$ cat config.mk
export PLATFORM = sky130hd
export DESIGN_NAME = slow_clk_monitor
export DESIGN_NICKNAME = d
export VERILOG_FILES = /design/src/rtl/slow_clk_monitor.sv
export SDC_FILE = /design/constraint.sdc
export NUM_CORES = 1
export LEC_CHECK = 0
export ABC_AREA = 1
export BUFFER_PORTS_ARGS = -buffer_cell sky130_fd_sc_hd__buf_4
export CORE_MARGIN = 2
export CORE_UTILIZATION = 35
export CTS_CLUSTER_SIZE = 14
export DETAILED_ROUTE_END_ITERATION = 6
export PLACE_DENSITY = 0.48
export SLEW_MARGIN = 10
export SYNTH_ARGS = -nofsm -noshare
export SYNTH_HDL_FRONTEND = slang
export SYNTH_SLANG_ARGS = --single-unit
export TNS_END_PERCENT = 100
$ cat constraint.sdc
create_clock -name clk -period 4.02 [get_ports clk]
set_clock_uncertainty 0.2 [all_clocks]
set_input_delay 0.402 -clock clk [delete_from_list [all_inputs] [get_ports clk]]
set_output_delay 0.402 -clock clk [all_outputs]
set_load 0.005 [all_outputs]
$ cat src/rtl/slow_clk_monitor.sv
// slow_clk_monitor
// Receive-side checker for a slow divided clock. Brings slow_in into the clk
// domain, emits one-cycle edge pulses, measures each half-period in clk cycles,
// and flags intervals that are off-frequency or edges that stop arriving.
module slow_clk_monitor #(
   parameter int CNT_W    = 27,
   parameter int EXP_HALF = 50_000_000,
   parameter int TOL      = 1000,
   parameter int TIMEOUT  = 100_000_000,
   parameter int TICK_W   = 16
) (
   input  logic              clk,
   input  logic              rst_n,
   input  logic              slow_in,
   input  logic              en,
   input  logic              clr,
   output logic              rise_pulse,
   output logic              fall_pulse,
   output logic [CNT_W-1:0]  half_period,
   output logic              period_valid,
   output logic              freq_err,
   output logic              stalled,
   output logic [TICK_W-1:0] tick_count
);

   // Saturation point of the interval counter; reaching it means the input stalled.
   localparam logic [CNT_W-1:0] TIMEOUT_C = CNT_W'(TIMEOUT);

   // Reference values for the tolerance check, two bits wider than the counter so
   // the signed difference can never overflow.
   localparam logic signed [CNT_W+1:0] EXP_S = (CNT_W+2)'(EXP_HALF);
   localparam logic signed [CNT_W+1:0] TOL_S = (CNT_W+2)'(TOL);

   // Three-flop chain: s1/s2 resolve metastability, s3 is the previous level.
   logic s1;
   logic s2;
   logic s3;

   logic edge_det;
   logic rise_det;
   logic fall_det;

   // Cycles elapsed since the last edge cycle, minus one.
   logic [CNT_W-1:0] hcnt;
   logic [CNT_W-1:0] interval;

   // Set by any edge; a measurement is only trusted if a previous edge armed it.
   logic armed;

   // Counter step that sticks at the timeout value instead of wrapping.
   function automatic logic [CNT_W-1:0] sat_inc(input logic [CNT_W-1:0] v);
      logic [CNT_W-1:0] r;
      if (v >= TIMEOUT_C) begin
         r = TIMEOUT_C;
      end else begin
         r = v + CNT_W'(1);
      end
      return r;
   endfunction

   // True when |iv - EXP_HALF| exceeds TOL; a deviation of exactly TOL passes.
   function automatic logic out_of_tol(input logic [CNT_W-1:0] iv);
      logic signed [CNT_W+1:0] diff;
      diff = $signed({2'b00, iv}) - EXP_S;
      if (diff[CNT_W+1]) begin
         diff = -diff;
      end
      return (diff > TOL_S);
   endfunction

   // Synchroniser chain; keeps running even when the monitor is disabled.
   always_ff @(posedge clk or negedge rst_n) begin
      if (!rst_n) begin
         s1 <= 1'b0;
         s2 <= 1'b0;
         s3 <= 1'b0;
      end else begin
         s1 <= slow_in;
         s2 <= s1;
         s3 <= s2;
      end
   end

   // Edge decode from the synchronised levels and the interval ending on this edge.
   always_comb begin
      edge_det = s2 ^ s3;
      rise_det = s2 & ~s3;
      fall_det = ~s2 & s3;
      interval = hcnt + CNT_W'(1);
   end

   // Edge pulses, interval counting, measurement capture, frequency and stall flags.
   always_ff @(posedge clk or negedge rst_n) begin
      if (!rst_n) begin
         rise_pulse   <= 1'b0;
         fall_pulse   <= 1'b0;
         period_valid <= 1'b0;
         half_period  <= '0;
         freq_err     <= 1'b0;
         stalled      <= 1'b0;
         hcnt         <= '0;
         armed        <= 1'b0;
      end else begin
         rise_pulse   <= en & rise_det;
         fall_pulse   <= en & fall_det;
         period_valid <= 1'b0;

         // A set from a measurement below overrides a clear in the same cycle.
         if (clr) begin
            freq_err <= 1'b0;
         end

         if (!en) begin
            hcnt    <= '0;
            armed   <= 1'b0;
            stalled <= 1'b0;
         end else if (edge_det) begin
            hcnt    <= '0;
            armed   <= 1'b1;
            stalled <= 1'b0;
            // The edge that ends a stall only re-arms; its interval is meaningless.
            if (armed && !stalled) begin
               half_period  <= interval;
               period_valid <= 1'b1;
               if (out_of_tol(interval)) begin
                  freq_err <= 1'b1;
               end
            end
         end else begin
            hcnt <= sat_inc(hcnt);
            if (hcnt == TIMEOUT_C) begin
               stalled <= 1'b1;
            end
         end
      end
   end

   // Rising-edge tick counter; a clear coinciding with a tick wins.
   always_ff @(posedge clk or negedge rst_n) begin
      if (!rst_n) begin
         tick_count <= '0;
      end else if (clr) begin
         tick_count <= '0;
      end else if (en && rise_pulse) begin
         tick_count <= tick_count + TICK_W'(1);
      end
   end

endmodule

Yosys cells after proc, flatten, opt, wreduce, memory -nomap -nowiden --
Index checks and enable logic that the tools add are counted.
Storage, ports and cells: register bits 79, input bits 5, logic and storage cells 55
Operators by class: add/sub/neg operators 4, $lt $le $gt $ge 2, eq/ne operators 3, mux-type cells 22, bitwise logic cells 7, reductions and logical operators 5
Operators with widths (count):
- 29-bit two-way mux | 4
- 27-bit two-way mux | 3
- 16-bit two-way mux | 2
- 29-bit by 11-bit > comparator with 1-bit output (second input constant) | 1
- 28-bit negator with 29-bit output | 1
- 27-bit by 26-bit subtractor with 28-bit output (second input constant) | 1
- 27-bit by 1-bit adder with 27-bit output (second input constant) | 1
- 27-bit == test (second input constant) | 1
- 27-bit greater-or-equal comparator (second input constant) | 1
- 16-bit by 1-bit adder with 16-bit output (second input constant) | 1
- 1-bit two-way mux | 13
- 1-bit bitwise AND | 4
- 3-bit by 1-bit != test with 1-bit output (second input constant) | 1
- 3-bit AND reduction | 1
- 1-bit logical AND | 2
- 2-bit by 1-bit != test with 1-bit output (second input constant) | 1
- 1-bit NOT | 2
- 2-bit nonzero test | 1
- 1-bit zero test | 1
- 1-bit XOR | 1

Depth between registers and ports, before layout --
Gate-level depths: netlist of run 1.
word-level depth 12, depth in mapped cells 28

Least setup slack after synthesis of run 1 --
OpenSTA, ideal clock, no wires.
path type flip-flop to flip-flop, start point register hcnt[0], end point register freq_err, library setup time 117 ps, arrival time 2909 ps, slack 794 ps, cell stages (with the launch flop) 26, period minus slack after synthesis 3226 ps, path through dfrtp_1 -> ha_1 -> nand2_2 -> nor2_4 -> nand3_1 -> nand2_1 -> ha_1 -> nand3_1 -> nor2_1 -> nor2_4 -> nand2_1 -> nand2_1 -> nor2_1 -> nand2_1 -> nor2_1 -> nand2_1 -> nand2_1 -> nand2_1 -> nand2_1 -> nand2_1 -> nor2_1 -> nand3_1 -> nor2_1 -> nand3_1 -> nand2_1 -> nand2_1
Between the ends: longest elaborated chain between the ends 12
Ends and longest elaborated chain:
- start, declared | line 44 | logic [CNT_W-1:0] hcnt;
- start signal, assigned | line 130 | hcnt <= sat_inc(hcnt);
- 27-bit by 1-bit adder with 27-bit output (*) | line 89 | interval = hcnt + CNT_W'(1);
- 27-bit by 26-bit subtractor with 28-bit output (*) | line 64 | diff = $signed({2'b00, iv}) - EXP_S;
- 28-bit negator with 29-bit output | line 66 | diff = -diff;
- 29-bit two-way mux (*) | line 65 | if (diff[CNT_W+1]) begin
- 29-bit two-way mux (*) | line 122 | if (armed && !stalled) begin
- 29-bit two-way mux (*) | line 117 | end else if (edge_det) begin
- 29-bit two-way mux (*) | line 113 | if (!en) begin
- 29-bit by 11-bit > comparator with 1-bit output (*) | line 68 | return (diff > TOL_S);
- 1-bit two-way mux (*) | line 125 | if (out_of_tol(interval)) begin
- 1-bit two-way mux (*) | line 122
- 1-bit two-way mux (*) | line 117
- 1-bit two-way mux (*) | line 113
- end signal, assigned | line 99 | freq_err <= 1'b0;
- end signal, assigned | line 110 | freq_err <= 1'b0;
- end signal, assigned | line 126 | freq_err <= 1'b1;
- end, declared | line 21 | output logic freq_err,
Every way passes the cells marked *; elsewhere a longest branch is shown, timed or not. The select of a mux whose other input is x is not followed. A chain may end at the register's enable or synchronous reset.

Final worst setup path of run 1 --
Ends and elaborated chain as after synthesis.

==> run_results.csv, run 1 <==
group,metric,value,unit
floorplan,rows,46,
sta,setup_viol,0,
route,drc,0,
setup_path,path_cells,"ha_2 -> nand2_2 -> nor2_4 -> nand3_1 -> nand2_1 -> ha_1 -> nand3_1 -> nor2_1 -> nor2_4 -> nand2_1 -> nand2_1 -> nor2_1 -> nand2_1 -> nor2_1 -> nand3_1 -> nand2_1 -> nand3_1 -> nand2_1 -> nand3_1 -> nor2_1 -> nand3_1 -> nand2_1 -> nand2_1",
global_routing,grt_pass1_wl,27.01,mm
floorplan,die-area,16870,µm²
yosys,synthCells,840,
global_routing,grt_start_max_net_pins,80,
global_routing,antenna_found_initial,0,
sta,fin_ws,0.4786,ns
route,post_drt_wl_per_cell,14.85,µm
sta,holdWs,0.03688,ns
sta,slew_viol_final,0,
yosys,synth_flop_cell,"dfrtp_1",
power,switchingPower,0.0004246,W
yosys,synth_edf_count,0,
place,post-place-ws,0.2405,ns
route,route.vias.total,5515,
yosys,async_flop_share,1.000,
power,swShare,0.2409,
cells_and_area,nFillCells,1645,
setup_path,start_kind,"register",
route,ant_nets,0,
cts,cts.clk_slew.worst_paths,0.06,ns
sta,worst_pin_slew,1.018,ns
route,drtIter0Drc,426,
setup_path,r2r-start,"hcnt[0]",
setup_path,r2r_slack,0.48,ns
sta,fmax,0.2824,GHz
cts,root_buffer,"clkbuf_16",
sta,post-route-period-util,0.8809,
sta,post-route-min-period,3.541,ns
sta,hold_viol,0,
floorplan,ios,53,
cells_and_area,antenna_cells,0,
cts,cts_sinks,79,
place,portBuffers,52,
job,maxCapViolCount,0,
cts,clk_latency,0.35,ns
cells_and_area,num-nets-final,914,
yosys,synth_most_common_cell,"nand2_1",
cts,cts_htree_levels,3,
route,dr_wl_met3,638,µm
setup_path,setup.worst_path.end_class,"register",
power,peakVddDrop,0.0002674,V
cells_and_area,drive_gt1_frac,0.1435,
setup_path,cp_max_fo,9,
cells_and_area,syn_to_final_growth,17.93,%
global_routing,grt_pass1_vias,5283,
setup_path,slowest_stage,"dfrtp_1",
yosys,synth_seq_area_share,0.3564,
cts,cts_tree,"built",
route,dr.pass1.iters,4,
sta,relSlewSlack,0.3210,
yosys,synthTopCellsByCount,"nand2_1, inv_1, nor2_1",
route,topRoutingLayerUsed,"met4",
yosys,yosysWarnings,0,
yosys,avgSynthCellArea,6.603,µm²
sta,tns,0,ns
cts,clockBufferDepth,2,
route,wl_met2,8.006,mm
yosys,yosys.area.top_type,"dfrtp_1",
yosys,synth_seq_cells,79,
power,combinationalPowerShare,0.057,
setup_path,r2r-end,"freq_err",
global_routing,overflow,0,
yosys,synth.distinct_cells,39,
setup_path,crit_family,"simple AND/OR/NAND/NOR gates",
setup_path,r2r_cells,23,
floorplan,core_region_area,15710,µm²
yosys,yosysTopAreaCellShare,0.3564,
min_path,hp-class,"in -> async",
floorplan,initial_core_util,0.3530,
setup_path,worstPathArrival,3.58,ns
setup_path,max_stage_delay,0.45,ns
yosys,synth_area,5547,µm²
route,drt-met1-wl,7.529,mm
cells_and_area,instances_no_fill,1122,
place,gp_congestion,0.9327,
route,drt-vias-per-instance,4.915,
power,p_per_area,269.4,nW/µm²
power,intPower,0.001338,W
cts,numCtsBuffers,9,
route,drt-total-wl,16.66,mm
setup_path,cp.depth,23,
power,power.leakage,3.309,nW
setup_path,crit_type,"reg -> reg",
place,dp.cells,1105,
setup_path,critPathMostFrequentCell,"nand2_1",
floorplan,chipWidth,129.9,µm
floorplan,die_h,129.9,µm
sta,rsz0062_at_grt,"false",
power,p_seq_frac,0.465,
yosys,syn-num-nets,853,
outcome,outcome,"finished clean",
setup_path,timing.critical_path.buf_inv,0,
global_routing,grt_util_all_layers,0.2067,
setup_path,cp.required,4.06,ns
power,clkPwrFrac,0.478,
yosys,synth.area.top_cells,"dfrtp_1, nand2_1, nand3_1",
place,dp_hpwl,12.91,mm
cells in the final DEF (no fill, tap or decap), types with 2 or more instances in the layout:
| cell | n |
|---|---|
| and2_1 | 2 |
| nand3_1 | 77 |
| inv_2 | 5 |
| inv_1 | 103 |
| nor2_1 | 91 |
| clkinv_2 | 4 |
| nor4_1 | 5 |
| o21ai_0 | 47 |
| nand4_1 | 17 |
| nand2_4 | 4 |
| a31oi_1 | 4 |
| a21oi_1 | 23 |
| nand3_2 | 3 |
| clkbuf_16 | 9 |
| ha_1 | 7 |
| nand3b_1 | 4 |
| nor3_1 | 14 |
| a221oi_1 | 2 |
| o21ai_1 | 4 |
| nand2_1 | 275 |
| xnor2_1 | 2 |
| dfrtp_1 | 78 |
| nand2_2 | 16 |
| nor2_2 | 7 |
| nor2_4 | 8 |
| xor2_1 | 13 |
| nor3_4 | 2 |
| buf_4 | 63 |
timing repair:
item	in CTS	in global routing
setup buffers	0	0
endpoints found under the hold margin	1	0
hold buffers	1	0
resized for setup	0	7
endpoints found under the setup margin	0	1
worst max path at each step:
stage | slack [ns] | to | start
floorplan | 0.79 | freq_err | hcnt[0]
global placement | 0.33 | freq_err | hcnt[1]
detailed placement | 0.24 | freq_err | hcnt[1]
CTS | 0.23 | freq_err | hcnt[1]
global route | 0.02 | freq_err | hcnt[0]
finish | 0.48 | freq_err | hcnt[0]
per-stage QoR:
stage | power, W | instance area [µm²] | utilization
floorplan | 0.0008789 | 5547 | -
global placement | 0.0009365 | 6222 | 0.3960
detailed placement | 0.0009373 | 6222 | 0.3960
CTS | 0.001792 | 6530 | 0.4156
global route | 0.001837 | 6541 | 0.4163
finish | 0.001762 | 6541 | 0.4163
power groups by stage:
| stage | Combinational (W) | Sequential, W | Clock, W |
|---|---|---|---|
| CTS | 0.000103 | 0.000820 | 0.000868 |
| finish | 0.000100 | 0.000820 | 0.000842 |
| floorplan | 0.0000452 | 0.000834 | 0 |
| detailed placement | 0.000102 | 0.000835 | 0 |
| global placement | 0.000102 | 0.000835 | 0 |
| global route | 0.000114 | 0.000822 | 0.000901 |
registers in the layout (all words and copies together) (netlist names):
signal	flops
s3	1
tick_count	16
rise_pulse	1
fall_pulse	1
s2	1
s1	1
armed	1
freq_err	1
half_period	27
hcnt	27
stalled	1
period_valid	1
logic make-up (layout without fill, tap and decap cells):
kind of cell / count (synthesis) / count (layout) / share of synthesized area
xor gates and xnor gates: 15 / 15 / 0.02369
adders and majority gates: 8 / 8 / 0.01805
and+or+nand+nor: 529 / 529 / 0.4320
buffers and inverters: 123 / 189 / 0.08685
AOI/OAI and AO/OA: 86 / 86 / 0.08302
DFF: 79 / 79 / 0.3564
area by class of cell:
cell class,instances,area [µm²],share of cell area
Sequential cell,79,1978,0.3024
Tap cell,216,270.3,0.04132
Clock inverter,6,58.81,0.008990
Timing Repair Buffer,64,483.0,0.07383
Multi-Input combinational cell,638,3095,0.4732
Inverter,109,416.7,0.06370
Clock buffer,10,239.0,0.03653
metal layers:
layer  vias to the layer above  track usage
met4                         0      0.07653
met2                       137       0.3532
li1                       2803            -
met1                      2544       0.2611
met3                        31      0.03772
met5                         -            0
No activity file was read; power rests on OpenSTA's default activity.
==> run 2: changes to the inputs <==
Settings changed: CELL_PAD_IN_SITES_DETAIL_PLACEMENT set to 0, CELL_PAD_IN_SITES_GLOBAL_PLACEMENT set to 2, CORE_UTILIZATION 35 to 33, PLACE_DENSITY 0.48 to 0.76.
==> run_results.csv, run 2 (synthesized netlist as in run 1, its figures left out) <==
group,metric,value,unit
place,dp_hpwl,13.70,mm
sta,holdWs,0.07396,ns
cells_and_area,final_common_cell,"nand2_1",
route,drt-vias-per-instance,4.842,
sta,post-route-min-period,3.630,ns
cells_and_area,syn_to_final_growth,17.98,%
floorplan,ios,53,
setup_path,cp.required,4.07,ns
min_path,holdPathStages,2,
global_routing,grt_util_all_layers,0.2042,
global_routing,grt_pass1_wl,28.49,mm
floorplan,core_region_area,16520,µm²
power,swShare,0.2570,
power,p_per_area,260.5,nW/µm²
global_routing,overflow,0,
cells_and_area,instances_no_fill,1129,
min_path,min-delay-start,"clr",
global_routing,antenna_found_initial,0,
cts,cts_sinks,79,
setup_path,crit_type,"reg -> reg",
route,dr.pass1.iters,5,
sta,hold_viol,0,
sta,rsz0062_at_grt,"false",
floorplan,initial_core_util,0.3357,
place,dp.cells,1111,
route,ant_nets,0,
cts,root_buffer,"clkbuf_16",
setup_path,r2r_slack,0.39,ns
floorplan,rows,47,
sta,slew_viol_final,0,
route,drtIter0Drc,278,
power,peakVddDrop,0.0002491,V
setup_path,r2r_cells,23,
cts,clk_latency,0.35,ns
floorplan,die_h,133.6,µm
sta,tns,0,ns
route,drc,0,
global_routing,grt_start_max_net_pins,56,
power,intPower,0.001267,W
place,gp_congestion,0.9231,
power,clkPwrFrac,0.459,
cts,cts.clk_slew.worst_paths,0.07,ns
setup_path,cp_max_fo,33,
route,post_drt_wl_per_cell,15.34,µm
power,combinationalPowerShare,0.061,
power,power.total,0.001705,W
sta,setup_viol,0,
cts,post-cts-setup-buffers,0,
sta,worst_pin_slew,0.7618,ns
cells_and_area,most-common-layout-cells,"nand2_1, inv_1, nor2_1, dfrtp_1, nand3_1",
cts,numCtsBuffers,9,
setup_path,setup.worst_path.end_class,"register",
cts,clockBufferDepth,2,
power,switchingPower,0.0004380,W
cts,cts_tree,"built",
cells_and_area,num-nets-final,917,
sta,fmax,0.2755,GHz
sta,relSlewSlack,0.4921,
floorplan,die-area,17860,µm²
setup_path,start_kind,"register",
global_routing,grt_pass1_vias,5463,
setup_path,r2r-end,"freq_err",
min_path,hold_end,"tick_count[13]",
power,p_seq_frac,0.480,
cells_and_area,top_regs,"half_period: 27 flops, hcnt: 27 flops, tick_count: 16 flops",
outcome,outcome,"finished clean",
job,maxCapViolCount,0,
cts,cts_htree_levels,3,
sta,post-route-period-util,0.9029,
min_path,hp-class,"in -> reg",
route,route.vias.total,5467,
setup_path,r2r-start,"hcnt[1]",
floorplan,chipWidth,133.6,µm
route,drt-total-wl,17.32,mm
cells_and_area,antenna_cells,0,
power,power.leakage,3.301,nW
setup_path,worstPathArrival,3.67,ns
place,portBuffers,52,
cells_and_area,drive_gt1_frac,0.1430,
-- run 2: repair_timing --
action,in CTS,in global routing
hold buffers,2,0
endpoints found under the hold margin,55,0
endpoints found under the setup margin,0,1
resized for setup,0,2
-- run 2: metrics by stage --
| step | area [µm²] | utilization | worst slack (ns) |
|---|---|---|---|
| 3_3_place_gp | 6242 | 0.3778 | 0.3404 |
| 2_1_floorplan | 5547 | - | 0.7943 |
| 3_5_place_dp | 6242 | 0.3778 | 0.2512 |
| 5_1_grt | 6544 | 0.3960 | 0.01044 |
| 6_report | 6544 | 0.3960 | 0.3902 |
| 4_1_cts | 6541 | 0.3959 | 0.2255 |
-- run 2: cell type report --
cell class / instances / area, µm²
clock buffer: 9 / 225.2
clock inverter: 7 / 53.80
fill: 1827 / 9981
inverter: 109 / 411.6
multi-input combinational: 638 / 3093
sequential: 79 / 1977
tap: 220 / 275.3
timing repair buffer: 67 / 508.0
-- run 2: per-layer routing --
metal | global-route usage | wire length, µm | up-vias
met5 | 0 | 0 | -
met4 | 0.06501 | 421 | 0
met3 | 0.03044 | 526 | 24
met2 | 0.3557 | 8420 | 103
met1 | 0.2606 | 7950 | 2533
li1 | - | - | 2807
-- run 2: worst max-delay path by stage --
stage / from / end / slack, ns / depth (start not counted)
2_1_floorplan: hcnt[0] / freq_err / 0.79 / 25
3_3_place_gp: hcnt[1] / freq_err / 0.34 / 23
3_5_place_dp: hcnt[1] / freq_err / 0.25 / 23
4_1_cts: hcnt[1] / freq_err / 0.23 / 23
5_1_grt: hcnt[1] / freq_err / 0.01 / 25
6_report: hcnt[1] / freq_err / 0.39 / 23
-- run 2: power by group through the flow --
| stage | combinational (W) | clock, W | sequential (W) |
|---|---|---|---|
| after global placement | 0.000104 | 0 | 0.000833 |
| after floorplan | 0.0000452 | 0 | 0.000834 |
| final | 0.000104 | 0.000782 | 0.000818 |
| after CTS | 0.000107 | 0.000809 | 0.000818 |
| after detailed placement | 0.000105 | 0 | 0.000833 |
| after global routing | 0.000119 | 0.000836 | 0.000820 |
-- run 2: worst max-delay path, cell delays in order, from the launching register on --
cell and delay (ns):
dfrtp_1 0.43, ha_1 0.31, nand2_2 0.11, nor2_4 0.20, nand3_1 0.10, nand2_1 0.10
ha_1 0.20, nand3_1 0.12, nor2_1 0.20, nor2_4 0.07, nand3_2 0.11, nand2_4 0.07
nand3_4 0.08, nand2_4 0.12, inv_4 0.28, nand3_1 0.11, nand2_1 0.09, nand3_1 0.07
nor2_1 0.17, nand3_1 0.10, nand2_1 0.10, nand3_1 0.08, nand2_1 0.06, nand2_1 0.05
==> run 3: changes to the inputs <==
Clock period 4.02 ns to 4.05 ns, I/O delays scaled along.
==> run_results.csv, run 3 (synthesized netlist as in run 1, its figures left out) <==
group,metric,value,unit
floorplan,initial_core_util,0.3357,
route,post_drt_wl_per_cell,15.44,µm
route,route.vias.total,5469,
floorplan,die-area,17860,µm²
place,gp_congestion,0.8733,
route,drt-total-wl,17.45,mm
sta,fmax,0.2632,GHz
setup_path,setup.worst_path.start,"hcnt[1]",
sta,post-route-min-period,3.799,ns
global_routing,grt_start_max_net_pins,80,
global_routing,grt_pass1_wl,28.46,mm
floorplan,rows,47,
sta,tns,0,ns
cells_and_area,syn_to_final_growth,18.50,%
floorplan,chipWidth,133.6,µm
floorplan,core_region_area,16520,µm²
route,dr.pass1.iters,6,
setup_path,endpoint,"freq_err",
cts,cts.clk_slew.worst_paths,0.06,ns
outcome,outcome,"finished clean",
sta,rsz0062_at_grt,"false",
setup_path,setup.worst_path.end_class,"register",
cells_and_area,num-nets-final,918,
cts,cts_tree,"built",
place,dp_hpwl,13.75,mm
power,p_per_area,265.7,nW/µm²
cells_and_area,antenna_cells,0,
floorplan,die_h,133.6,µm
cells_and_area,drive_gt1_frac,0.1451,
setup_path,path_cells,"ha_2 -> nand2_2 -> nor2_4 -> nand3_1 -> nand2_1 -> ha_1 -> nand3_1 -> nor2_1 -> nor2_4 -> nand3_2 -> nand2_4 -> nand3_4 -> nand2_4 -> o21ai_0 -> nand2_1 -> nor2_1 -> nand2_1 -> nor2_1 -> nand3_1 -> nand2_1 -> nand3_1 -> nand2_1 -> nand2_1",
setup_path,cp.required,4.09,ns
global_routing,antenna_found_initial,0,
cts,cts_sinks,79,
cts,clockBufferDepth,2,
global_routing,grt_pass1_vias,5542,
global_routing,overflow,0,
power,peakVddDrop,0.0001838,V
setup_path,r2r_slack,0.25,ns
setup_path,slowest_stage,"dfrtp_1",
setup_path,start_kind,"register",
cts,cts_htree_levels,3,
cts,root_buffer,"clkbuf_16",
cts,clk_latency,0.35,ns
setup_path,r2r-start,"hcnt[1]",
cells_and_area,most-common-layout-cells,"nand2_1, inv_1, nor2_1, dfrtp_1, nand3_1",
cells_and_area,top_regs,"half_period: 27 flops, hcnt: 27 flops, tick_count: 16 flops",
setup_path,max_stage_delay,0.43,ns
sta,relSlewSlack,0.3248,
cells_and_area,final_common_cell,"nand2_1",
route,drtIter0Drc,223,
sta,post-route-period-util,0.9381,
sta,holdWs,0.04584,ns
sta,worst_pin_slew,1.013,ns
setup_path,crit_type,"reg -> reg",
route,drt-vias-per-instance,4.840,
power,power.leakage,3.313,nW
setup_path,r2r_cells,23,
place,portBuffers,52,
sta,slew_viol_final,0,
sta,hold_viol,0,
floorplan,ios,53,
setup_path,r2r-end,"freq_err",
job,maxCapViolCount,0,
route,ant_nets,0,
route,drc,0,
global_routing,grt_util_all_layers,0.2048,
power,power.total,0.001746,W
cts,numCtsBuffers,9,
setup_path,cp_max_fo,14,
setup_path,worstPathArrival,3.84,ns
cells_and_area,postLayoutCoreUtil,0.3977,
sta,setup_viol,0,
setup_path,critPathMostFrequentCell,"nand2_1",
min_path,hp-class,"in -> async",
run 3: where the power goes:
group	leakage (nW)	switching [W]	internal [W]
combinational	2.09	0.0000698	0.0000334
sequential	1.09	0.00000885	0.000804
clock	0.138	0.000338	0.000493
run 3: cell type report:
type | count | area, µm²
Sequential cell | 79 | 1977
Fill cell | 1798 | 9952
Timing Repair Buffer | 68 | 513.0
Multi-Input combinational cell | 638 | 3095
Clock inverter | 5 | 57.56
Tap cell | 220 | 275.3
Inverter | 109 | 411.6
Clock buffer | 11 | 242.7
run 3: metrics by stage:
stage                     setup WS (ns)  instance area, µm²  cells
after floorplan                  0.8243                5547    840
after global routing            0.02316                6573   1130
after CTS                        0.1581                6568   1130
after detailed placement         0.2026                6257   1113
final                            0.2506                6573   1130
after global placement           0.2466                6257   1113
run 3: how the worst min path moves through the flow:
| stage | start | to | slack (ns) | depth (start not counted) |
|---|---|---|---|---|
| 2_1_floorplan | rst_n | armed | -0.09 | 0 |
| 3_3_place_gp | s1 | s2 | 0.14 | 0 |
| 3_5_place_dp | s1 | s2 | 0.14 | 0 |
| 4_1_cts | clr | tick_count[7] | 0.07 | 2 |
| 5_1_grt | clr | tick_count[7] | 0.07 | 2 |
| 6_report | rst_n | tick_count[5] | 0.05 | 1 |
run 3: routing by layer:
| layer | share of wire | track usage | up-vias |
|---|---|---|---|
| met4 | 0.022 | 0.05910 | 0 |
| li1 | - | - | 2811 |
| met3 | 0.032 | 0.03539 | 17 |
| met2 | 0.49 | 0.3643 | 99 |
| met1 | 0.46 | 0.2545 | 2542 |
| met5 | 0 | 0 | - |
run 3: what timing repair did:
item / CTS / global route
buffers inserted: 0 / 0
hold buffers: 1 / 0
setup endpoints to repair: 0 / 1
endpoints found under the hold margin: 1 / 0
gates resized for setup: 0 / 3
run 3: critical path: cells and delay by family (launching register included):
kind | cells | cell delay, ns
simple gates | 20 | 2.10
compound gates | 1 | 0.41
fa+ha+maj | 2 | 0.50
flops | 1 | 0.43
